<file path="src/rtl/instr_rom_arbiter.sv">
// instr_rom_arbiter: shares the single-port 1024x32 instruction ROM between fetch (high
// priority) and a debug read port (low priority), with a registered 1-cycle response.
module instr_rom_arbiter #(
    parameter int unsigned MAX_WAIT = 4,
    parameter logic [31:0] NOP_WORD = 32'h00000013
) (
    input  logic        CLK,
    input  logic        RESET_N,
    input  logic        F_REQ,
    input  logic [63:0] F_ADDR,
    output logic        F_GNT,
    output logic        F_RVALID,
    output logic [31:0] F_RDATA,
    output logic        F_ERR,
    input  logic        D_REQ,
    input  logic [63:0] D_ADDR,
    output logic        D_GNT,
    output logic        D_RVALID,
    output logic [31:0] D_RDATA,
    output logic        D_ERR,
    output logic [9:0]  ROM_ADDRESS,
    input  logic [31:0] ROM_DATA
);
    localparam logic [2:0] WAIT_LIMIT = 3'(MAX_WAIT);

    logic [2:0] wcnt;
    logic       f_win;
    logic       d_win;
    logic       f_bad;
    logic       d_bad;

    // D overrides F once it has been refused WAIT_LIMIT times in a row.
    always_comb begin
        d_win = RESET_N && D_REQ && (!F_REQ || (wcnt >= WAIT_LIMIT));
        f_win = RESET_N && F_REQ && !d_win;
    end

    assign F_GNT = f_win;
    assign D_GNT = d_win;

    assign f_bad = (F_ADDR[1:0] != 2'b00) || (F_ADDR[63:12] != '0);
    assign d_bad = (D_ADDR[1:0] != 2'b00) || (D_ADDR[63:12] != '0);

    always_comb begin
        ROM_ADDRESS = '0;
        if (f_win) begin
            ROM_ADDRESS = F_ADDR[11:2];
        end else if (d_win) begin
            ROM_ADDRESS = D_ADDR[11:2];
        end
    end

    always_ff @(posedge CLK or negedge RESET_N) begin
        if (!RESET_N) begin
            wcnt <= '0;
        end else if (D_REQ && !d_win) begin
            wcnt <= (wcnt >= WAIT_LIMIT) ? WAIT_LIMIT : wcnt + 3'd1;
        end else begin
            wcnt <= '0;
        end
    end

    always_ff @(posedge CLK or negedge RESET_N) begin
        if (!RESET_N) begin
            F_RVALID <= 1'b0;
            F_RDATA  <= NOP_WORD;
            F_ERR    <= 1'b0;
            D_RVALID <= 1'b0;
            D_RDATA  <= NOP_WORD;
            D_ERR    <= 1'b0;
        end else begin
            F_RVALID <= f_win;
            D_RVALID <= d_win;
            if (f_win) begin
                F_RDATA <= f_bad ? NOP_WORD : ROM_DATA;
                F_ERR   <= f_bad;
            end
            if (d_win) begin
                D_RDATA <= d_bad ? NOP_WORD : ROM_DATA;
                D_ERR   <= d_bad;
            end
        end
    end
endmodule

</file>
<file path="config.mk">
export PLATFORM = sky130hd
export DESIGN_NAME = instr_rom_arbiter
export DESIGN_NICKNAME = d
export VERILOG_FILES = /design/src/rtl/instr_rom_arbiter.sv
export SDC_FILE = /design/constraint.sdc
export NUM_CORES = 1
export LEC_CHECK = 0
export BUFFER_PORTS_ARGS = -buffer_cell sky130_fd_sc_hd__buf_2
export CAP_MARGIN = 30
export CORE_AREA = 4 4 93 95
export CTS_BUF_LIST = sky130_fd_sc_hd__clkbuf_4 sky130_fd_sc_hd__clkbuf_8
export DETAILED_ROUTE_END_ITERATION = 16
export DIE_AREA = 0 0 97 99
export HOLD_SLACK_MARGIN = 0.12
export MAX_ROUTING_LAYER = met4
export PLACE_DENSITY = 0.78
export SETUP_SLACK_MARGIN = 0.02
export SLEW_MARGIN = 20
export SYNTH_ARGS = -nofsm -noshare
export SYNTH_HDL_FRONTEND = slang
export SYNTH_SLANG_ARGS = --single-unit
</file>
<file path="constraint.sdc">
create_clock -name CLK -period 1.6 [get_ports CLK]
set_input_delay 0.08 -clock CLK [delete_from_list [all_inputs] [get_ports CLK]]
set_output_delay 0.08 -clock CLK [all_outputs]
set_load 0.01 [all_outputs]
</file>
# --- Word-level counts from Yosys, hierarchy flattened ---
# Index checks and enable logic that the tools add are counted.
word_totals:
  in_bits: 164
  ff_bits: 71
  out_inout_bits: 80
  elab_cells: 29
op_classes:
  muxes: 6
  reduce_logical: 14
  order_cmp: 1
  n_addsub: 1
op_table:
  columns: ["op", "n"]
  rows:
  - ["nonzero test 52 bit", 2]
  - ["two-way mux 32 bit", 2]
  - ["two-way mux 10 bit", 2]
  - ["two-way mux 3 bit", 2]
  - ["logical AND 1 bit", 5]
  - ["nonzero test 2 bit", 2]
  - ["adder 3 x 1 -> 3 bit (second input constant)", 1]
  - ["greater-or-equal comparator 3 bit (second input constant)", 1]
  - ["logical OR 1 bit", 3]
  - ["zero test 1 bit", 2]

# --- Logic depth before layout (Yosys ltp) ---
# Gate-level depths: netlist of run 1.
depth:
  word_depth: 6
  depth_mapped: 6
  depth_no_buf: 5

# --- Worst setup path before layout of run 1 ---
# No wires, ideal clock.
synth_timing:
  path_kind: "input-to-reg"
  startpoint: "in D_ADDR[30]"
  endpoint: "reg D_RDATA[10]"
  path_slack_ns: -0.026
  path_buffers: 1
  stages: 5
  arrival_time_ns: 1.560
  path_cell_list: "or4_4 > a2111oi_2 > nor4b_4 > buf_6 > a22o_1"
synth_via:
  elab_chain_cells: 3
synth_rtl:
  columns: ["element", "line", "text"]
  rows:
  - ["from (decl)", "16", "input logic [63:0] D_ADDR,"]
  - ["nonzero test 52 bit", "42", "assign d_bad = (D_ADDR[1:0] != 2'b00) || (D_ADDR[63:12] != '0);"]
  - ["logical OR 1 bit", "42", null]
  - ["two-way mux 32 bit", "79", "D_RDATA <= d_bad ? NOP_WORD : ROM_DATA;"]
  - ["to (signal assigned)", "79", null]
  - ["to (decl)", "19", "output logic [31:0] D_RDATA,"]
# Every way passes these cells.
# A chain may end at the register's enable or synchronous reset.

# --- Worst setup path after layout of run 1 ---
layout_timing:
  startpoint: "reg wcnt[2]"
  endpoint: "out ROM_ADDRESS[2]"
layout_via:
  elab_chain_cells: 6
  word_cells_on_any_way: 7
  classes_between: "1 x order compare; 2 x mux; 4 x reduce/logical"
layout_rtl:
  columns: ["element", "line", "text"]
  rows:
  - ["from (decl)", "26", "logic [2:0] wcnt;"]
  - ["from (signal assigned)", "57", "wcnt <= (wcnt >= WAIT_LIMIT) ? WAIT_LIMIT : wcnt + 3'd1;"]
  - ["greater-or-equal comparator 3 bit (*)", "34", "d_win = RESET_N && D_REQ && (!F_REQ || (wcnt >= WAIT_LIMIT));"]
  - ["logical OR 1 bit (*)", "34", null]
  - ["logical AND 1 bit (*)", "34", null]
  - ["zero test 1 bit", "35", "f_win = RESET_N && F_REQ && !d_win;"]
  - ["logical AND 1 bit", "35", null]
  - ["two-way mux 10 bit (*)", "46", "if (f_win) begin"]
  - ["to (decl)", "21", "output logic [9:0] ROM_ADDRESS,"]
# Every way passes the cells marked *; elsewhere a longest branch is shown, timed or not.

==> out/metrics.cfg, run 1 <==
[status]
outcome=complete, but fails checks
violations=negative setup slack

[drt]
drt_iter0_drc=123
drc=0
ant_nets=0
vias=3191
routed_wl_um=11100
avgViaCountPerCell=5.09
first_pass_iters=4
wl_per_cell_um=17.7

[clocking]
root_buffer=clkbuf_8
numCtsBuffers=9
clock_tree.buffer_depth=2
cts_sinks=71
tritoncts=built
h-tree-depth=3
clkSlewWorstSetupHoldPaths_ps=70
insertion_delay_ps=330

[final_layout]
antennaDiodeCount=0
design_area_mm2=0.00499
utilization_pct=64.6
nets=686
syn_to_final_growth_pct=72.2
fillers=606
drive_gt1_share_pct=55.8

[setup_path]
path_max_fanout=5
end_kind=primary output
crit_type=register to primary output
cp-start-kind=register
arrival_ps=1530
cp_slowest_cell=dfrtp_1
crit_path_max_incr_delay_ps=420
path_cells=inv_2 -> a21o_4 -> clkinvlp_4 -> a22o_1 -> buf_2
worstPathRequired_ps=1520

[die]
die_y_um=99
start_util_pct=37.5
coreArea_mm2=0.00773
die_area_mm2=0.00960
die_w_um=97
io_pins=244
rows=32

[global_route]
grt_max_degree=72
grt_first_pass_wirelength_um=16900
gr-total-overflow=0
antenna_found_initial=0
grt_pass1_vias=3354
grt.total_usage_pct=22.1

[place]
io_buffers=243
gp_congestion=1.05
dp_hpwl_um=7610
placed_area_mm2=0.00427

[flow_run]
drv_cap=0

[synth]
ys_warn_count=0
synth.top_cell.area_share_pct=56.1
synth-edff-count=0
yosysTopAreaCell=dfrtp_1
synthTopCellsByArea=dfrtp_1 56%, a22o_1 21%, dfstp_2 5.4%
syn-num-nets=393
synthCells=227
syn_area_mm2=0.00290
async_reset_ff_share_pct=100
ys_seq_elements=71
seq_area_frac_synth_pct=61.5
synthFlopType=dfrtp_1
ys_types=23
syn_area_per_cell_um2=12.8

[min_path]
hold_path.class=primary input to register

[sta]
fmax_ghz=0.622
setup_slack_ps=-8.92
fin_worst_skew_ps=3.10
tightest_slew_ps=870
drv_slew=0
fin_crit_sh_pct=101
rsz0062_at_grt=true
setup_violations=2
timing.final.crit_period_ps=1610
hold_viol_final=0
relSlewSlack_pct=42.0

[pwr]
p_leak_uw=0.00275
switching_share_pct=21.9
pwr-share-seq_pct=46.2
clockPowerShare_pct=41.6
p_per_area_mw_per_mm2=784
vdd_ir_drop_max_mv=0.639
p_comb_share_pct=12.2
internal_power_uw=3060
power_switching_uw=856

per-stage QoR:
stage / power [uW] / setup TNS, ps / instances / setup WS [ps] / hold WS, ps
global route: 4060 / -811 / 627 / -85.6 / 322
floorplan: 1930 / -571 / 227 / -22.0 / -216
global placement: 2220 / -3480 / 566 / -111 / 313
detailed placement: 2230 / -4290 / 566 / -149 / 317
CTS: 3940 / -23.4 / 621 / -6.13 / 49.4
finish: 3920 / -11.7 / 627 / -8.92 / 307
power groups by stage:
stage	logic, uW	registers, uW	clock network (uW)
after floorplan	87.2	1840	0
after global placement	376	1840	0
after detailed placement	386	1840	0
after CTS	468	1810	1660
after global routing	525	1810	1730
final	478	1810	1630
cell families after synthesis:
group / share of synthesized area (%)
adder cells (fa/ha/maj): 0.863
flip-flops: 61.5
AO/OA/AOI/OAI: 22.4
AND/OR/NAND/NOR: 11.6
buffers and inverters: 3.63
cells in the final DEF (no fill, tap or decap), drive strengths merged, types with 2 or more instances in the layout:
master | synthesis | layout
a22o | 68 | 68
nand2 | 4 | 4
clkinvlp | 0 | 3
nor2 | 14 | 14
nand4 | 6 | 6
dfstp | 6 | 6
nor4 | 25 | 25
dlygate4sd3 | 0 | 34
buf | 5 | 258
inv | 8 | 7
dfrtp | 65 | 65
bufinv | 0 | 2
ha | 2 | 2
clkbuf | 9 | 15
a21oi | 6 | 6
or4 | 2 | 2
layer usage:
metal / share of wire (%) / track usage (%)
met4: 1.3 / 5.94
met3: 8.4 / 5.80
met2: 48 / 34.9
met5: 0 / -
met1: 42 / 28.5
layout make-up:
type / count / area (um^2) / area share [%]
tap: 102 / 128 / 2.56
inverter: 8 / 36.3 / 0.727
clock inverter: 3 / 65.1 / 1.30
sequential: 71 / 1780 / 35.7
timing repair inverter: 2 / 15.0 / 0.301
multi-input combinational: 134 / 1050 / 21.0
timing repair buffer: 294 / 1750 / 35.0
clock buffer: 13 / 166 / 3.33
timing repair:
action | CTS | global route
setup endpoints to repair | 12 | 21
gates resized for setup | 9 | 1
hold endpoints to repair | 132 | 32
buffers inserted | 4 | 3
cloned | 2 | 2
hold buffers | 33 | 1
pin swaps | 6 | 4
sequential cells by signal (all words and copies together), names as in the netlist:
signal    count
F_RVALID      1
wcnt          3
D_RDATA      32
F_RDATA      32
D_RVALID      1
F_ERR         1
D_ERR         1
synthesized netlist by cell type (2+ instances only):
master	instances
a21oi_1	6
buf_6	3
nand2_1	4
ha_1	2
clkbuf_1	9
nor2_1	14
nand4_1	6
inv_1	8
buf_1	2
dfrtp_1	65
a22o_1	68
nor4_1	24
dfstp_2	6
worst paths after layout:
| kind | from | endpoint | slack [ps] | cells after the start |
|---|---|---|---|---|
| setup / recovery | wcnt[2]$_DFF_PN0_ | ROM_ADDRESS[2] | -9 | 5 |
| hold / removal | RESET_N | F_RVALID$_DFF_PN0_ | 310 | 4 |
| setup reg to reg | wcnt[2]$_DFF_PN0_ | D_RDATA[3]$_DFFE_PN0P_ | 70 | 6 |
| hold reg to reg | wcnt[0]$_DFF_PN0_ | wcnt[0]$_DFF_PN0_ | 480 | 1 |
| max in group asynchronous | RESET_N | F_RDATA[10]$_DFFE_PN0P_ | 450 | 3 |
| min in group asynchronous | RESET_N | F_RDATA[2]$_DFFE_PN0P_ | 560 | 3 |
worst max-delay path: cells and delay by family (launching register included):
family	cells	cell delay, ps
compound gates	2	400
flops	1	420
buf+inv	3	380
No activity file was read; power rests on OpenSTA's default activity.
==> run 2: changes to the inputs <==
- clock period: 1.6 -> 1.8 ns (I/O delays scaled with it)
==> out/metrics.cfg, run 2 (synthesized netlist as in run 1, its figures left out) <==
[status]
outcome=finished, final reports clean

[final_layout]
nets=677  ; -1.3%
top_regs=D_RDATA x32, F_RDATA x32, wcnt x3
mostFrequentLayoutCell=buf_2
syn_to_final_growth_pct=69.5
utilization_pct=63.6  ; -1.0 points
multi_input_area_mm2=0.00103  ; -1.7%
antennaDiodeCount=0  ; unchanged
fillers=639  ; +5.4%
seq_area_mm2=0.00179  ; about the same
final_cell_mix=243 x buf_2, 68 x a22o_1, 64 x dfrtp_1
drive_gt1_share_pct=55.4  ; -0.38 points

[die]
die_w_um=97  ; unchanged
die_y_um=99  ; unchanged
coreArea_mm2=0.00773  ; unchanged
rows=32  ; unchanged
start_util_pct=37.5  ; unchanged
die_area_mm2=0.00960  ; unchanged
io_pins=244  ; unchanged

[sta]
timing.final.crit_period_ps=1730
tightest_slew_ps=448  ; -422 ps
fin_worst_skew_ps=11.2  ; +8.11 ps
setup_violations=0  ; -2
relSlewSlack_pct=69.9  ; +28 points
drv_slew=0  ; unchanged
hold_viol_final=0  ; unchanged
fmax_ghz=0.580
setup-tns-final_ps=0  ; +11.7 ps
rsz0062_at_grt=true
fin_crit_sh_pct=95.8

[min_path]
hold_path.class=primary input to register
worstHoldStart=F_REQ

[drt]
maxUsedRoutingLayer=met4
vias=3148  ; -1.3%
dr_wl_met2_um=5420  ; +0.93%
ant_nets=0  ; unchanged
drc=0  ; unchanged
wl_per_cell_um=17.4  ; -1.3%
first_pass_iters=4  ; unchanged
avgViaCountPerCell=5.09  ; about the same
routed-wl-met3_um=908  ; -2.7%
drt_iter0_drc=115  ; -6.5%
routed_wl_um=10800  ; -2.7%
drt-met1-wl_um=4300  ; -7.4%

[setup_path]
r2r-start=wcnt[2]$_DFF_PN0_
cp-start-kind=primary input
end_kind=primary output
cp-startpoint=RESET_N
worstPathRequired_ps=1710  ; +190 ps
path_max_fanout=7  ; +2
crit_type=primary input to primary output
arrival_ps=1640  ; +110 ps

[clocking]
insertion_delay_ps=350  ; +20 ps
h-tree-depth=3  ; unchanged
clock_tree.buffer_depth=2  ; unchanged
tritoncts=built
root_buffer=clkbuf_8
cts_sinks=71  ; unchanged
clkSlewWorstSetupHoldPaths_ps=70  ; about the same
numCtsBuffers=9  ; unchanged

[place]
dp_hpwl_um=7740  ; +1.6%
gp_congestion=0.966  ; -8.3%
io_buffers=243  ; unchanged

[global_route]
grt_pass1_vias=3443  ; +2.7%
gr-total-overflow=0  ; unchanged
grt_first_pass_wirelength_um=17200  ; +1.6%
grt.total_usage_pct=22.9  ; +0.78 points
grt_max_degree=38  ; -47%
antenna_found_initial=0  ; unchanged

[flow_run]
drv_cap=0  ; unchanged

[pwr]
vdd_ir_drop_max_mv=0.403  ; -37%
p_leak_uw=0.00271  ; -1.6%
p_per_area_mw_per_mm2=759  ; -3.2%

-- run 2: changes by cell type in the layout (fill, tap and decap cells not counted), sizes merged --
cell and delta:
buf -6, clkbuf -4, bufinv +2, inv -1
-- run 2: final timing paths --
path                       slack [ps]                      end  cells after the start
max                                70           ROM_ADDRESS[1]                      7
min                               300       F_RVALID$_DFF_PN0_                      4
max reg2reg                       290  D_RDATA[30]$_DFFE_PN0P_                      5
min reg2reg                       480        wcnt[0]$_DFF_PN0_                      1
max in group asynchronous         960        wcnt[2]$_DFF_PN0_                      3
min in group asynchronous         470  D_RDATA[28]$_DFFE_PN0P_                      3
-- run 2: repair_timing --
item	in CTS	in global routing
resized for setup	5	4
setup endpoints to repair	10	10
buffers inserted	2	0
endpoints found under the hold margin	132	0
cloned	1	0
hold buffers	34	0
pin swaps	0	5
-- run 2: cell type report --
cell class | count | area share [%]
inverters | 8 | 0.764
clock inverters | 5 | 2.62
well taps | 102 | 2.60
multi-input cells | 134 | 21.0
repair inverters | 1 | 0.153
repair buffers | 286 | 33.6
flip-flops and latches | 71 | 36.3
clock buffers | 11 | 2.95
-- run 2: power by group --
| group | total [uW] | switching, uW | internal (uW) |
|---|---|---|---|
| registers | 1610 | 5.54 | 1600 |
| logic | 410 | 187 | 223 |
| clock network | 1710 | 594 | 1120 |
-- run 2: per-stage QoR --
| step | cells | setup slack [ps] | power (uW) | hold slack (ps) | area (um^2) |
|---|---|---|---|---|---|
| 3_3_place_gp | 565 | 65.9 | 1970 | 275 | 4250 |
| 5_1_grt | 618 | 19.0 | 3890 | 307 | 4910 |
| 2_1_floorplan | 227 | 164 | 1720 | -206 | 2900 |
| 4_1_cts | 618 | 38.1 | 3760 | 331 | 4910 |
| 3_5_place_dp | 565 | 16.7 | 1980 | 265 | 4250 |
| 6_report | 618 | 74.8 | 3730 | 299 | 4910 |
-- run 2: critical path, stage by stage --
cell and delay, ps:
dlygate4sd3_1 550, buf_2 180, nand2_2 100, a21o_4 140
clkinvlp_4 170, a22o_1 260, buf_2 140
-- run 2: metal layers --
layer | vias up | global-route usage (%)
met5 | - | -
met4 | 0 | 6.48
met2 | 163 | 36.8
li1 | 1452 | -
met3 | 21 | 8.14
met1 | 1512 | 27.4
==> run 3: changes to the inputs <==
- GPL_TIMING_DRIVEN: not set -> 0
- MAX_ROUTING_LAYER: met4 -> not set
==> out/metrics.cfg, run 3 (synthesized netlist as in run 1, its figures left out) <==
[status]
outcome=finished, final reports clean

[clocking]
tritoncts=built
root_buffer=clkbuf_8
insertion_delay_ps=340  ; about the same
clkSlewWorstSetupHoldPaths_ps=80  ; about the same
cts_sinks=71  ; unchanged
numCtsBuffers=9  ; unchanged
h-tree-depth=3  ; unchanged
clock_tree.buffer_depth=2  ; unchanged

[global_route]
grt_first_pass_wirelength_um=17500  ; +1.7%
gr-total-overflow=0  ; unchanged
grt.total_usage_pct=22.5  ; -0.44 points
grt_pass1_vias=3462  ; +0.55%
grt_max_degree=40  ; +5.3%
antenna_found_initial=0  ; unchanged

[place]
place_ws_ps=-419  ; -436 ps
placed_area_mm2=0.00427  ; +0.26%
dp_hpwl_um=8180  ; +5.8%
gp_congestion=0.935  ; -3.2%
io_buffers=243  ; unchanged

[die]
rows=32  ; unchanged
die_w_um=97  ; unchanged
start_util_pct=37.5  ; unchanged
die_area_mm2=0.00960  ; unchanged
die_y_um=99  ; unchanged
io_pins=244  ; unchanged
coreArea_mm2=0.00773  ; unchanged

[final_layout]
top_regs=D_RDATA x32, F_RDATA x32, wcnt x3
nets=688  ; +1.6%
drive_gt1_share_pct=55.4  ; about the same
mostFrequentLayoutCell=buf_2
antennaDiodeCount=0  ; unchanged
utilization_pct=63.6  ; unchanged
syn_to_final_growth_pct=69.5  ; unchanged
final_cell_mix=242 x buf_2, 68 x a22o_1, 65 x dfrtp_1
design_area_mm2=0.00491  ; unchanged

[setup_path]
crit_type=register to primary output
path_max_fanout=11  ; +4
end_kind=primary output
arrival_ps=1570  ; -70 ps
cp-start-kind=register
worstPathRequired_ps=1710  ; about the same

[drt]
avgViaCountPerCell=5.04  ; -0.97%
drt_iter0_drc=81  ; -30%
drc=0  ; unchanged
routed_wl_um=10900  ; +0.86%
ant_nets=0  ; unchanged
wl_per_cell_um=17.3  ; -0.90%
vias=3173  ; +0.79%
first_pass_iters=4  ; unchanged

[pwr]
vdd_ir_drop_max_mv=0.442  ; +9.6%
p_comb_share_pct=12.5  ; +1.5 points
power_switching_uw=810  ; +3.0%
p_leak_uw=0.00275  ; +1.4%
switching_share_pct=24.0  ; +2.9 points
p_per_area_mw_per_mm2=686  ; -9.5%
pwr-share-seq_pct=47.7  ; +4.6 points
internal_power_uw=2560  ; -13%
clockPowerShare_pct=39.9  ; -6.0 points

[sta]
fin_crit_sh_pct=92.1  ; -3.8 points
tightest_slew_ps=548  ; +100 ps
drv_slew=0  ; unchanged
fmax_ghz=0.604  ; +4.1%
setup_slack_ps=143  ; +68.3 ps
setup_violations=0  ; unchanged
hold_viol_final=0  ; unchanged
fin_worst_skew_ps=10.5  ; -0.679 ps
timing.final.crit_period_ps=1660  ; -68.3 ps
relSlewSlack_pct=63.5  ; -6.4 points
rsz0062_at_grt=true

[min_path]
hold_path.class=primary input to register

[flow_run]
drv_cap=0  ; unchanged

==> run 3: cell count changes in the layout (fill, tap and decap cells not counted), moves of 2 or more <==
cell	before	now
buf_6	0	3
bufinv_16	4	1
clkbuf_1	0	3
clkbuf_2	0	6
clkinvlp_4	3	1
inv_2	1	3
inv_6	0	2
==> run 3: layout make-up <==
cell class / instances / area (um^2)
Fill cell: 631 / 2810
Sequential cell: 71 / 1780
Timing Repair Buffer: 284 / 1640
Multi-Input combinational cell: 134 / 1030
Clock buffer: 11 / 151
Tap cell: 102 / 128
Buffer: 14 / 90.1
Clock inverter: 5 / 63.8
Inverter: 8 / 30.0
==> run 3: stage by stage <==
step | std cells | hold WS (ps) | total power (uW) | TNS (ps)
4_1_cts | 627 | 232 | 3410 | 0
2_1_floorplan | 227 | -206 | 1720 | 0
6_report | 629 | 252 | 3370 | 0
3_3_place_gp | 572 | 311 | 1970 | -84270
5_1_grt | 629 | 259 | 3530 | 0
3_5_place_dp | 573 | 73.2 | 1980 | -17690
==> run 3: routing by layer <==
metal,wire length (um),GRT usage (%),vias up
met5,0,0,-
met4,142,6.05,0
met3,836,7.71,16
met2,5330,36.8,139
met1,4570,28.6,1534
li1,-,-,1484
==> run 3: power by group through the flow <==
stage                     Clock, uW  Sequential (uW)  Combinational, uW
after detailed placement          0             1640                343
after CTS                      1390             1610                416
after floorplan                   0             1640               76.1
after global placement            0             1640                328
after global routing           1460             1610                465
final                          1350             1610                421
==> run 3: worst paths after layout <==
kind / start / to / slack, ps / cells after the start
setup / recovery: wcnt[2]$_DFF_PN0_ / ROM_ADDRESS[4] / 140 / 6
max in group asynchronous: RESET_N / D_RDATA[1]$_DFFE_PN1P_ / 930 / 4
setup reg to reg: wcnt[2]$_DFF_PN0_ / F_RDATA[19]$_DFFE_PN0P_ / 160 / 5
hold / removal: F_ADDR[29] / F_RDATA[3]$_DFFE_PN0P_ / 250 / 5
min in group asynchronous: RESET_N / F_RDATA[13]$_DFFE_PN0P_ / 340 / 3
hold reg to reg: wcnt[0]$_DFF_PN0_ / wcnt[0]$_DFF_PN0_ / 480 / 1
==> run 3: worst max-delay path: stages (launching register included) <==
cell	delay (ps)
dfrtp_1	420
nand2_1	130
nand3_2	140
inv_2	90
clkbuf_4	190
a22o_1	140
buf_2	120
==> run 3: what timing repair did <==
action | in CTS | in global routing
gates resized for setup | 9 | 11
setup endpoints to repair | 37 | 65
endpoints found under the hold margin | 132 | 0
pin swaps | 1 | 1
buffers inserted | 3 | 2
hold buffers | 35 | 0
